File: src/rtl/inta_cascade_sequencer.sv
// -----------------------------------------------------------------------------
// inta_cascade_sequencer
//
// Acknowledge-cycle sequencer for an 8259-style PIC. Tracks the two-pulse CPU
// INTA handshake, drives the cascade bus when acting as master (or samples it
// when acting as slave), and places the interrupt vector on the data bus
// during the second pulse when this device owns the cycle.
//
// Optional feature macro: AUTO_EOI_EN
//   defined   -> aeoi_clr pulses lvl on the ACK2->IDLE transition
//   undefined -> aeoi_clr is tied to zero (port still present)
//
// Parameters
//   GAP_TIMEOUT  max cycles INTA_n may stay high between the two pulses
//   CNT_W        gap counter width, 2**CNT_W > GAP_TIMEOUT
//
// Ports
//   clk              in   system clock
//   rst_n            in   synchronous active-low reset
//   INTA_n           in   CPU acknowledge, active low, synchronous to clk
//   SP_EN            in   1 = master, 0 = slave
//   icw3             in   master: slave-present mask; slave: [2:0] own ID
//   icw2             in   vector base, [7:3] used
//   isr_highest_bit  in   one-hot highest pending level (0 = none)
//   CAS_in           in   sampled cascade bus
//   CAS_out          out  cascade ID driven as master
//   CAS_oe           out  cascade bus output enable
//   D_out            out  vector byte (0 when D_oe is low)
//   D_oe             out  data bus output enable
//   isr_set          out  one-cycle pulse: ISR bit to set
//   ack_err          out  one-cycle pulse: gap timeout abort
//   aeoi_clr         out  one-cycle pulse: ISR bit to clear (auto EOI)
// -----------------------------------------------------------------------------
module inta_cascade_sequencer #(
  parameter int GAP_TIMEOUT = 16,
  parameter int CNT_W       = 5
) (
  input  logic       clk,
  input  logic       rst_n,
  input  logic       INTA_n,
  input  logic       SP_EN,
  input  logic [7:0] icw3,
  input  logic [7:0] icw2,
  input  logic [7:0] isr_highest_bit,
  input  logic [2:0] CAS_in,
  output logic [2:0] CAS_out,
  output logic       CAS_oe,
  output logic [7:0] D_out,
  output logic       D_oe,
  output logic [7:0] isr_set,
  output logic       ack_err,
  output logic [7:0] aeoi_clr
);

  typedef enum logic [1:0] {IDLE, ACK1, GAP, ACK2} state_t;

  state_t state_reg, state_next;

  logic             inta_reg;
  logic             fall, rise;
  logic [CNT_W-1:0] cnt_reg;
  logic [7:0]       lvl_reg;
  logic [4:0]       vec_base_reg;
  logic [2:0]       own_id_reg;
  logic             master_reg;
  logic             cas_drive_reg;
  logic             sel_reg;
  logic             ack1_new_reg;
  logic [2:0]       lvl_idx;

  logic [7:0]       lvl_new;
  logic             slave_hit;
  logic             enter_ack1, ack1_to_gap, gap_expired, ack2_exit;

  logic [7:0]       isr_set_reg, isr_set_next;
  logic             ack_err_reg, ack_err_next;
  logic             cas_oe_reg, cas_oe_next;
  logic [2:0]       cas_out_reg, cas_out_next;
  logic             d_oe_reg, d_oe_next;
  logic [7:0]       d_out_reg, d_out_next;

  // Only the upper five vector bits come from icw2.
  logic unused_icw2_bits;
  assign unused_icw2_bits = ^icw2[2:0];

  assign fall = inta_reg & ~INTA_n;
  assign rise = ~inta_reg & INTA_n;

  // No pending level at the first pulse is answered as a spurious IR7.
  assign lvl_new   = (isr_highest_bit == 8'h00) ? 8'h80 : isr_highest_bit;
  assign slave_hit = SP_EN & (|(icw3 & lvl_new));

  assign enter_ack1  = (state_reg == IDLE) && fall;
  assign ack1_to_gap = (state_reg == ACK1) && rise;
  assign gap_expired = (state_reg == GAP) && !fall &&
                       (cnt_reg == CNT_W'(GAP_TIMEOUT - 1));
  assign ack2_exit   = (state_reg == ACK2) && rise;

  // Binary index of the one-hot level: bit b of the index is the OR of the
  // level bits whose position has bit b set.
  localparam logic [23:0] IDX_MASKS = {8'hF0, 8'hCC, 8'hAA};
  generate
    for (genvar gi = 0; gi < 3; gi++) begin : g_idx
      assign lvl_idx[gi] = |(lvl_reg & IDX_MASKS[gi*8 +: 8]);
    end
  endgenerate

  // State register
  always_ff @(posedge clk) begin
    if (!rst_n) state_reg <= IDLE;
    else        state_reg <= state_next;
  end

  // Next-state logic; impossible edges (fall in ACK1/ACK2, rise in GAP)
  // simply hold the state.
  always_comb begin
    state_next = state_reg;
    case (state_reg)
      IDLE: if (fall) state_next = ACK1;
      ACK1: if (rise) state_next = GAP;
      GAP: begin
        if (fall)             state_next = ACK2;
        else if (gap_expired) state_next = IDLE;
      end
      ACK2: if (rise) state_next = IDLE;
      default: state_next = IDLE;
    endcase
  end

  // Cycle context: everything is frozen at ACK1 entry so later changes of
  // SP_EN, icw2/icw3 or the resolver output cannot disturb a running cycle.
  always_ff @(posedge clk) begin
    if (!rst_n) begin
      inta_reg      <= 1'b1;
      cnt_reg       <= '0;
      lvl_reg       <= '0;
      vec_base_reg  <= '0;
      own_id_reg    <= '0;
      master_reg    <= 1'b0;
      cas_drive_reg <= 1'b0;
      sel_reg       <= 1'b0;
      ack1_new_reg  <= 1'b0;
    end else begin
      inta_reg     <= INTA_n;
      ack1_new_reg <= enter_ack1;
      if (enter_ack1) begin
        lvl_reg       <= lvl_new;
        vec_base_reg  <= icw2[7:3];
        own_id_reg    <= icw3[2:0];
        master_reg    <= SP_EN;
        cas_drive_reg <= slave_hit;
        // Master owns the vector unless the level belongs to a slave;
        // a slave decides later from the cascade bus.
        sel_reg       <= SP_EN & ~slave_hit;
      end
      if (ack1_to_gap) begin
        cnt_reg <= '0;
        // The master has driven CAS for the whole first pulse by now.
        if (!master_reg) sel_reg <= (CAS_in == own_id_reg);
      end else if (state_reg == GAP && !fall) begin
        cnt_reg <= cnt_reg + 1'b1;
      end
    end
  end

  // Output logic (next values of the registered outputs)
  always_comb begin
    isr_set_next = ack1_new_reg ? lvl_reg : 8'h00;
    ack_err_next = gap_expired;
    cas_oe_next  = (state_reg != IDLE) && cas_drive_reg;
    cas_out_next = cas_oe_next ? lvl_idx : 3'b000;
    d_oe_next    = (state_reg == ACK2) && sel_reg;
    d_out_next   = d_oe_next ? {vec_base_reg, lvl_idx} : 8'h00;
  end

  always_ff @(posedge clk) begin
    if (!rst_n) begin
      isr_set_reg <= '0;
      ack_err_reg <= 1'b0;
      cas_oe_reg  <= 1'b0;
      cas_out_reg <= '0;
      d_oe_reg    <= 1'b0;
      d_out_reg   <= '0;
    end else begin
      isr_set_reg <= isr_set_next;
      ack_err_reg <= ack_err_next;
      cas_oe_reg  <= cas_oe_next;
      cas_out_reg <= cas_out_next;
      d_oe_reg    <= d_oe_next;
      d_out_reg   <= d_out_next;
    end
  end

  assign isr_set = isr_set_reg;
  assign ack_err = ack_err_reg;
  assign CAS_oe  = cas_oe_reg;
  assign CAS_out = cas_out_reg;
  assign D_oe    = d_oe_reg;
  assign D_out   = d_out_reg;

`ifdef AUTO_EOI_EN
  logic [7:0] aeoi_clr_reg;
  // Automatic EOI only on a completed cycle, never on abort.
  always_ff @(posedge clk) begin
    if (!rst_n) aeoi_clr_reg <= '0;
    else        aeoi_clr_reg <= ack2_exit ? lvl_reg : 8'h00;
  end
  assign aeoi_clr = aeoi_clr_reg;
`else
  logic unused_ack2_exit;
  assign unused_ack2_exit = ack2_exit;
  assign aeoi_clr = 8'h00;
`endif

endmodule
File: config.mk
export PLATFORM = sky130hd
export DESIGN_NAME = inta_cascade_sequencer
export DESIGN_NICKNAME = d
export VERILOG_FILES = /design/src/rtl/inta_cascade_sequencer.sv
export SDC_FILE = /design/constraint.sdc
export NUM_CORES = 1
export LEC_CHECK = 0
export CORE_UTILIZATION = 40
export DETAILED_ROUTE_END_ITERATION = 10
export GPL_TIMING_DRIVEN = 1
export PLACE_DENSITY = 0.78
export SLEW_MARGIN = 15
export SYNTH_ARGS = -nofsm -noshare
export SYNTH_HDL_FRONTEND = slang
export SYNTH_SLANG_ARGS = --single-unit
File: constraint.sdc
create_clock -name clk -period 2 [get_ports clk]
set_input_delay 0.4 -clock clk [delete_from_list [all_inputs] [get_ports clk]]
set_output_delay 0.4 -clock clk [all_outputs]
set_load 0.1 [all_outputs]
==> metrics.txt, run 1 <==
Worst Path Max Fanout=2; EDFF count, synth=0; layout cells sized above 1=0.183; Synth Area in Adders=0.0188; CTS tree=yes; Initial Utilization=0.423; unrepaired setup endpoints after global routing=false; Fmax=approximately 560 MHz; ys async rst share=0; most common cell in the synthesized netlist=dfxtp_1; leakage=1.08 nW; DRT antenna net count=0; IO Count=61; # resized after CTS=0; clock root buffer=clkbuf_8; post-CTS setup buffer count=0; Worst EP arrival=1.99 ns; Worst path max stage delay=0.50 ns; Worst-Skew Late Latency=0.31 ns; library cells used by synthesis=38; worst endpoint required time=~2.2 ns; Slowest cell on crit path=or4_1; hold path endpoint=vec_base_reg[0]; max-slew violations=0; crit path kind=input port to flop; Hold Crit Depth=2; crit-path leading delay family=simple AND/OR/NAND/NOR gates; register bit total from synthesis=50; Clock Pin Slew Worst Setup and Hold Paths=0.08 ns; Reg power frac=0.484; Layout Utilization=0.572; largest net degree at the start of global routing=16; DIE AREA=4940 um2; Mapped Avg Cell Area=approximately 9.5 um2; Simple-Gate Fraction of Synth Area=0.230; number of diodes=0; prevailing post-synth register cell=dfxtp_1; XOR/XNOR Fraction of Synth Area=0.0282; DRC=0; Max Cap Viol=0; Synth Area in Compound Gates=0.111; Die Y=approximately 70 um; clock power share=0.392; global-route wire length before repair=5.89 mm; worst r2r dst=sel_reg; DR pass1 iterations=4; worst hold path startpoint=vec_base_reg[0]; Hold Crit Class=flop to flop; final hold violations=0; hold_buf cts=0; top post-synthesis cells by area=dfxtp_1 54%, nand2_1 6.8%, a21boi_0 4.0%; final WL=3.48 mm; Yosys top cell area share=0.536; vias in the first global route=1272; crit path buf inv count=1; FP Rows=24; fin crit share=0.890; r2r setup slk=0.44 ns; total grt overflow=0; sequential share of the synthesized area=0.536; Comb pwr share=0.124; Die X=70.3 um; Avg WL per Cell=11.2 um; number of cells on the critical path=5; clk_skew=0.00711 ns; sw frac=0.231; multiplexer share of the synthesized area=0.00536; minimum clock period=1.78 ns; CTS HTree Levels=2; Crit Reg-Reg Startpoint=state_reg[0]; Syn. warnings=0; All-Layer GR Usage=0.153; area growth from synthesis to layout=35.3%; main combinational cell family by area after synthesis=simple AND/OR/NAND/NOR gates; Final TNS setup=0 ns; Post-Synthesis Cells=196; PwrDens=between 800 and 900 nW/um2; sw power=0.000501 W; CP Launch Type=input port; initial antenna violation count=0; filler cell count in the final layout=365; final setup violating endpoints=0; Max VDD drop=0.277 mV; Commonest cells post-synth=50 x dfxtp_1, 34 x nand2_1, 14 x nor2_1, 10 x a21boi_0, 10 x and3_1; vias after detailed routing=1479; Avg Vias per Cell=4.79; initial DRC count=58; FF-to-FF path depth=4; crit path launch=isr_highest_bit[6]; nets@finish=between 200 and 300; CTS sink count=50; Yosys top cell by area=dfxtp_1; Bufs on Longest Clock Path=2; critical-path cell list=clkdlybuf4s50_1, or4_1, nor4_1, a21oi_1, a31o_1; Int Pwr=0.00166 W; HPWL after DPL=2.65 mm; Mapped Area=approximately 1900 um2; CP endpoint kind=flop; Port Buf Inserts=just under 50; Placer Congestion=0.775; area of the core=around 4400 um2; outcome=finished clean; TritonCTS buffer count=5
==> worst min-delay path, stage by stage (launching register included) <==
cell,delay (ns)
dfxtp_1,0.31
nand2_1,0.05
a21oi_1,0.05
==> layer usage <==
layer,routed length [um],vias up,GRT usage
met1,1610,650,0.194
met3,252,5,0.0332
met2,1560,50,0.233
li1,-,774,-
met4,51,0,0.100
met5,0,-,0
==> layout make-up <==
type	count	area [um2]	area share
clock buffers	6	82.6	0.0327
inverters	5	18.8	0.00743
clock inverters	2	60.1	0.0238
multi-input cells	132	764	0.303
flip-flops and latches	50	1000	0.396
well taps	52	65.1	0.0258
repair buffers	62	533	0.211
==> power groups by stage <==
stage                     clock network (W)  logic [W]  registers (W)
after CTS                          0.000868   0.000268        0.00105
after detailed placement                  0   0.000268        0.00107
after global routing               0.000910   0.000288        0.00105
after global placement                    0   0.000266        0.00107
after floorplan                           0   0.000172        0.00108
final                              0.000849   0.000268        0.00105
==> worst max path at each step <==
| stage | endpoint | slack (ns) |
|---|---|---|
| after CTS | sel_reg | 0.20 |
| after floorplan | sel_reg | 0.43 |
| after detailed placement | sel_reg | -0.14 |
| after global routing | sel_reg | 0.07 |
| after global placement | sel_reg | -0.13 |
| final | sel_reg | 0.22 |
==> cell families after synthesis <==
logic type / after synthesis
other: 1
XOR/XNOR: 6
flip-flops: 50
adder cells (fa/ha/maj): 3
AO/OA/AOI/OAI: 30
buffers and inverters: 21
AND/OR/NAND/NOR: 84
multiplexers: 1
==> through the flow <==
stage	worst slack (ns)	hold WS, ns	instance area, um2	total power (W)	instances
CTS	0.197	0.458	2520	0.00218	309
floorplan	0.430	0.430	1890	0.00125	203
detailed placement	-0.137	0.445	2380	0.00134	301
global placement	-0.131	0.437	2380	0.00134	301
finish	0.219	0.455	2520	0.00216	309
global route	0.0747	0.474	2520	0.00225	309
==> cell usage in the layout, fill, tap and decap left out, drive strengths merged, types with 6 or more instances in the layout <==
master	count
clkbuf	6
and3	10
nand2	34
dfxtp	50
a21oi	8
conb	8
buf	35
xnor2	6
clkdlybuf4s50	27
nor2	14
and2	6
a21boi	10
Power figures use the tool's default switching activity.
==> run 2: changes to the inputs <==
- clock period: 2 -> 2.2 ns (I/O delays scaled with it)
==> run 2 against run 1 <==
  * Die area unchanged
  * Power down 16%
  * Critical path depth unchanged
  * Combinational power down 12%
  * Clock-buffer cell count down 1
  * First-iteration DRC count down 6.9%
  * Largest cell class unchanged
==> metrics.txt, run 2 (same netlist as run 1, synthesis figures left out) <==
DR pass1 iterations=4; layout cells sized above 1=0.163; Reg power frac=0.526; largest net degree at the start of global routing=16; Final TNS setup=0 ns; post-CTS setup buffer count=0; PwrDens=740 nW/um2; nets@finish=around 280; Port Buf Inserts=49; initial DRC count=54; most frequent cells in the layout=50 x dfxtp_1, 34 x nand2_1, 29 x buf_4, 27 x clkdlybuf4s50_1, 14 x nor2_1; CP Launch Type=input port; fin crit share=0.841; FF+latch area=1000 um2; Worst-Skew Late Latency=0.30 ns; sw power=0.000455 W; CTS HTree Levels=2; Int Pwr=0.00136 W; leakage=1.04 nW; CP endpoint kind=flop; sw frac=0.251; hold_buf cts=0; unrepaired setup endpoints after global routing=false; Layout Utilization=0.554; Comb pwr share=0.130; Avg Vias per Cell=4.81; # resized after CTS=0; total grt overflow=0; Hold WS=0.453 ns; minimum clock period=1.85 ns; Design Area, Final=between 2000 and 2500 um2; clock root buffer=clkbuf_8; commonest non-fill, non-tap cell in the layout=dfxtp_1; Avg WL per Cell=~12 um; crit path kind=input port to flop; vias after detailed routing=around 1500; Worst EP arrival=2.05 ns; Max VDD drop=0.303 mV; Max Cap Viol=0; overall power=approximately 0.0018 W; global-route wire length before repair=6.02 mm; worst endpoint required time=around 2.4 ns; Clock Pin Slew Worst Setup and Hold Paths=roughly 0.090 ns; number of diodes=0; initial antenna violation count=0; All-Layer GR Usage=0.154; outcome=finished clean; Die X=70.3 um; Die Y=between 70 and 80 um; clock power share=0.343; TritonCTS buffer count=5; DIE AREA=around 4900 um2; FP Rows=24; CTS sink count=50; clk_skew=0.00669 ns; final WL=between 3 and 4 mm; DRC=0; filler cell count in the final layout=385; Cell Area, Placed=2340 um2; Fmax=around 540 MHz; final setup violating endpoints=0; Initial Utilization=0.423; DRT antenna net count=0; area of the core=4410 um2; final hold violations=0; Worst Path Max Fanout=3; vias in the first global route=~1300; Multi-input gate area=between 700 and 800 um2; Bufs on Longest Clock Path=2; max-slew violations=0; HPWL after DPL=between 2 and 3 mm; area growth from synthesis to layout=31.0%; CTS tree=yes; Hold Crit Class=flop to flop; IO Count=61; Placer Congestion=between 0.7 and 0.8
run 2: worst paths after layout:
| check | startpoint | depth (start not counted) | slack, ns | end |
|---|---|---|---|---|
| setup / recovery | isr_highest_bit[5] | 5 | 0.35 | sel_reg |
| hold / removal | vec_base_reg[4] | 2 | 0.45 | vec_base_reg[4] |
| setup reg to reg | state_reg[0] | 4 | 0.56 | sel_reg |
| hold reg to reg | vec_base_reg[4] | 2 | 0.45 | vec_base_reg[4] |
run 2: cell type report:
type                       instances  area share
multi-input combinational        132       0.313
tap                               52      0.0266
clock buffer                       5      0.0281
clock inverter                     3      0.0164
sequential                        50       0.409
inverter                           5     0.00767
timing repair buffer              56       0.199
run 2: power by group through the flow:
stage,logic (W),clock network (W),registers [W]
6_report,0.000236,0.000621,0.000953
5_1_grt,0.000253,0.000672,0.000957
4_1_cts,0.000235,0.000631,0.000953
3_5_place_dp,0.000234,0,0.000974
3_3_place_gp,0.000232,0,0.000973
2_1_floorplan,0.000156,0,0.000979
run 2: worst max-delay path, stage by stage:
cell,delay (ns)
clkdlybuf4s50_1,0.45
or4_1,0.52
nor4_1,0.29
a21oi_1,0.15
a31o_1,0.21
run 2: metrics by stage:
stage | std cells | setup WS, ns
floorplan | 203 | 0.590
global placement | 295 | 0.0521
detailed placement | 295 | 0.0554
CTS | 303 | 0.373
global route | 303 | 0.276
finish | 303 | 0.351
run 2: metal layers:
metal,up-vias,GRT usage,wire (um)
met4,0,0.0467,38
met1,652,0.184,1670
li1,754,-,-
met2,48,0.263,1640
met5,-,0,0
met3,4,0.0447,206
==> patch, RTL diff (config.mk and constraints of run 1) <==
Change the parameter `CNT_W` from 5 to 7.
--- a/src/rtl/inta_cascade_sequencer.sv
+++ b/src/rtl/inta_cascade_sequencer.sv
@@ -33,7 +33,7 @@
 // -----------------------------------------------------------------------------
 module inta_cascade_sequencer #(
   parameter int GAP_TIMEOUT = 16,
-  parameter int CNT_W       = 5
+  parameter int CNT_W       = 7
 ) (
   input  logic       clk,
   input  logic       rst_n,
Check against the original RTL: no difference found for any inputs over 10 cycles, from zero or initial values and one cycle with rst_n low; that may be too few to reach the edited logic, so the function may still have changed.
==> patch against run 1 <==
  * Sequential share of layout area decreased by 0.23 points
  * Area after synthesis increased by 6.0%
  * Combinational power rose by 3%
  * Worst setup slack improved by 0.024 ns
  * Sequential cell count increased by 2
  * Worst hold slack got worse by 0.0022 ns
  * Sequential power up 4%
  * Design area grew 4.6%
  * Total power up 0.61%
  * Core utilization shrank 1.6 points
  * Routed wire length is 9.4% higher
  * First-iteration DRC count decreased by 17%
  * Critical path depth did not move
  * Critical endpoint is now cnt_reg[4]
  * Largest power group unchanged
==> patch: results (changes against run 1) <==
========================================================================================
Most used standard cells in the synthesized netlist                         52 x dfxtp_1, 37 x nand2_1, 16 x a21boi_1, 14 x nor2_1   was 50 x dfxtp_1, 34 x nand2_1, 14 x nor2_1, 10 x a21boi_0, 10 x and3_1
Total half-perimeter wirelength after legalization and detailed placement        2860 um   was 2650 um
Drt pass-1 iters                                                                       4   unchanged
Max Root-Sink Buffers                                                                  2   unchanged
Maximum number of pins on one net before global-route repair                          29   was 16
Hold crit path type                                                         flip-flop to flip-flop   unchanged
CP Data Arrival Time                                                             1.95 ns   was 1.99 ns
Wire length of the first global-routing pass                                     6070 um   was 5890 um
Setup WS pre-CTS                                                              -0.0809 ns   was -0.137 ns
Worst Path Max Fanout                                                                  7   was 2
Filler instances                                                                     432   was 365
Initial drt markers                                                                   48   was 58
Clock slew at reported path FFs                                                  0.09 ns
Number of antenna violations at the first check in global routing                      0   unchanged
Buffers on Ports                                                                      49   unchanged
Leakage power of the design                                                      1.09 nW   was 1.08 nW
Detail-routed net length per standard cell                                       11.4 um   was 11.2 um
Via count of the first global-routing pass                                          1344   was 1272
Post-synth cell types                                                                 38   unchanged
Post-route clock skew                                                         0.00575 ns   was 0.00711 ns
Weighted congestion reported at the end of routability-driven placement            0.804   was 0.775
Ys async rst share                                                                    0%   unchanged
Clock network latency to the later pin of the worst-skew pair                    0.30 ns
Run status                                                                  finished, final reports clean   unchanged
Post-cts sizing count                                                                  0   unchanged
Count of vias placed by the detailed router                                         1527   was 1479
Max rail drop VDD                                                               0.366 mV   was 0.277 mV
Buffer count from post-CTS setup fixing                                                0   unchanged
Cells taking the most area after synthesis                                  dfxtp_1 53%, nand2_1 7.0%, a21boi_1 6.1%   was dfxtp_1 54%, nand2_1 6.8%, a21boi_0 4.0%
Synth Warn #                                                                           0   unchanged
Count of H-tree levels built during CTS                                                2   unchanged
Antenna cell count                                                                     0   unchanged
Master cell of the clock root buffer                                            clkbuf_8   unchanged
Inserted Clock Buffers                                                                 5   unchanged
All-Layer GR Usage                                                                 15.2%   was 15.3%
Nets@finish                                                                          298   was 289
Share of post-route cells with drive strength above 1                              17.3%   was 18.3%
Sequential area share after synthesis                                              52.6%   was 53.6%
========================================================================================
patch: changes by cell type after synthesis, moves of 2 or more:
| cell | before | now |
|---|---|---|
| xnor2_1 | 6 | 9 |
| nand2_1 | 34 | 37 |
| nor3_1 | 1 | 3 |
| a21boi_0 | 10 | 1 |
| o21ai_1 | 0 | 2 |
| a21oi_1 | 8 | 2 |
| a21boi_1 | 0 | 16 |
| buf_2 | 3 | 1 |
| dfxtp_1 | 50 | 52 |
patch: layout make-up:
class | count | share of cell area (%)
clock inverter | 2 | 2.27
clock buffer | 5 | 2.61
sequential | 52 | 39.4
multi-input combinational | 142 | 31.5
inverter | 3 | 0.426
tap | 67 | 3.17
timing repair buffer | 62 | 20.7
patch: critical path: stages:
cell             delay, ns
clkdlybuf4s50_1       0.54
or4bb_1               0.57
buf_4                 0.17
nand2_1               0.19
nor2_1                0.09
patch: stage by stage:
step / std cells / area [sq um] / hold slack (ns) / utilization (%)
finish: 333 / 2640 / 0.453 / 55.6
global route: 333 / 2640 / 0.477 / 55.6
CTS: 333 / 2640 / 0.456 / 55.6
detailed placement: 326 / 2510 / 0.443 / 52.8
global placement: 326 / 2510 / 0.434 / 52.8
floorplan: 214 / 2000 / 0.430 / -
patch: final timing paths:
kind              startpoint         endpoint  slack (ns)  cells past startpoint
max                   INTA_n       cnt_reg[4]        0.24                      5
min          vec_base_reg[1]  vec_base_reg[1]        0.45                      2
max reg2reg     state_reg[0]       lvl_reg[7]        0.46                      4
min reg2reg  vec_base_reg[1]  vec_base_reg[1]        0.45                      2
patch: cells by family (layout without fill, tap and decap cells):
| kind of cell | count (synthesis) | count (layout) | synth area share (%) |
|---|---|---|---|
| DFF | 52 | 52 | 52.6 |
| and+or+nand+nor | 91 | 91 | 23.5 |
| buffers and inverters | 20 | 72 | 6.70 |
| adders and majority gates | 2 | 2 | 1.14 |
| xor gates and xnor gates | 9 | 9 | 3.99 |
| AOI/OAI and AO/OA | 32 | 32 | 11.8 |
| other | 1 | 8 | 0.190 |
patch: power breakdown:
part	leakage (nW)	internal [mW]	switching [mW]
clock network	0.0642	0.492	0.324
logic	0.605	0.111	0.165
registers	0.422	1.06	0.0227
total	1.09	1.67	0.511
patch: routing by layer:
| layer | vias up | track usage (%) | share of wire (%) |
|---|---|---|---|
| met5 | - | 0 | 0 |
| li1 | 804 | - | - |
| met3 | 4 | 3.75 | 3.5 |
| met2 | 34 | 26.4 | 50 |
| met4 | 0 | 5.88 | 1.5 |
| met1 | 685 | 17.9 | 45 |
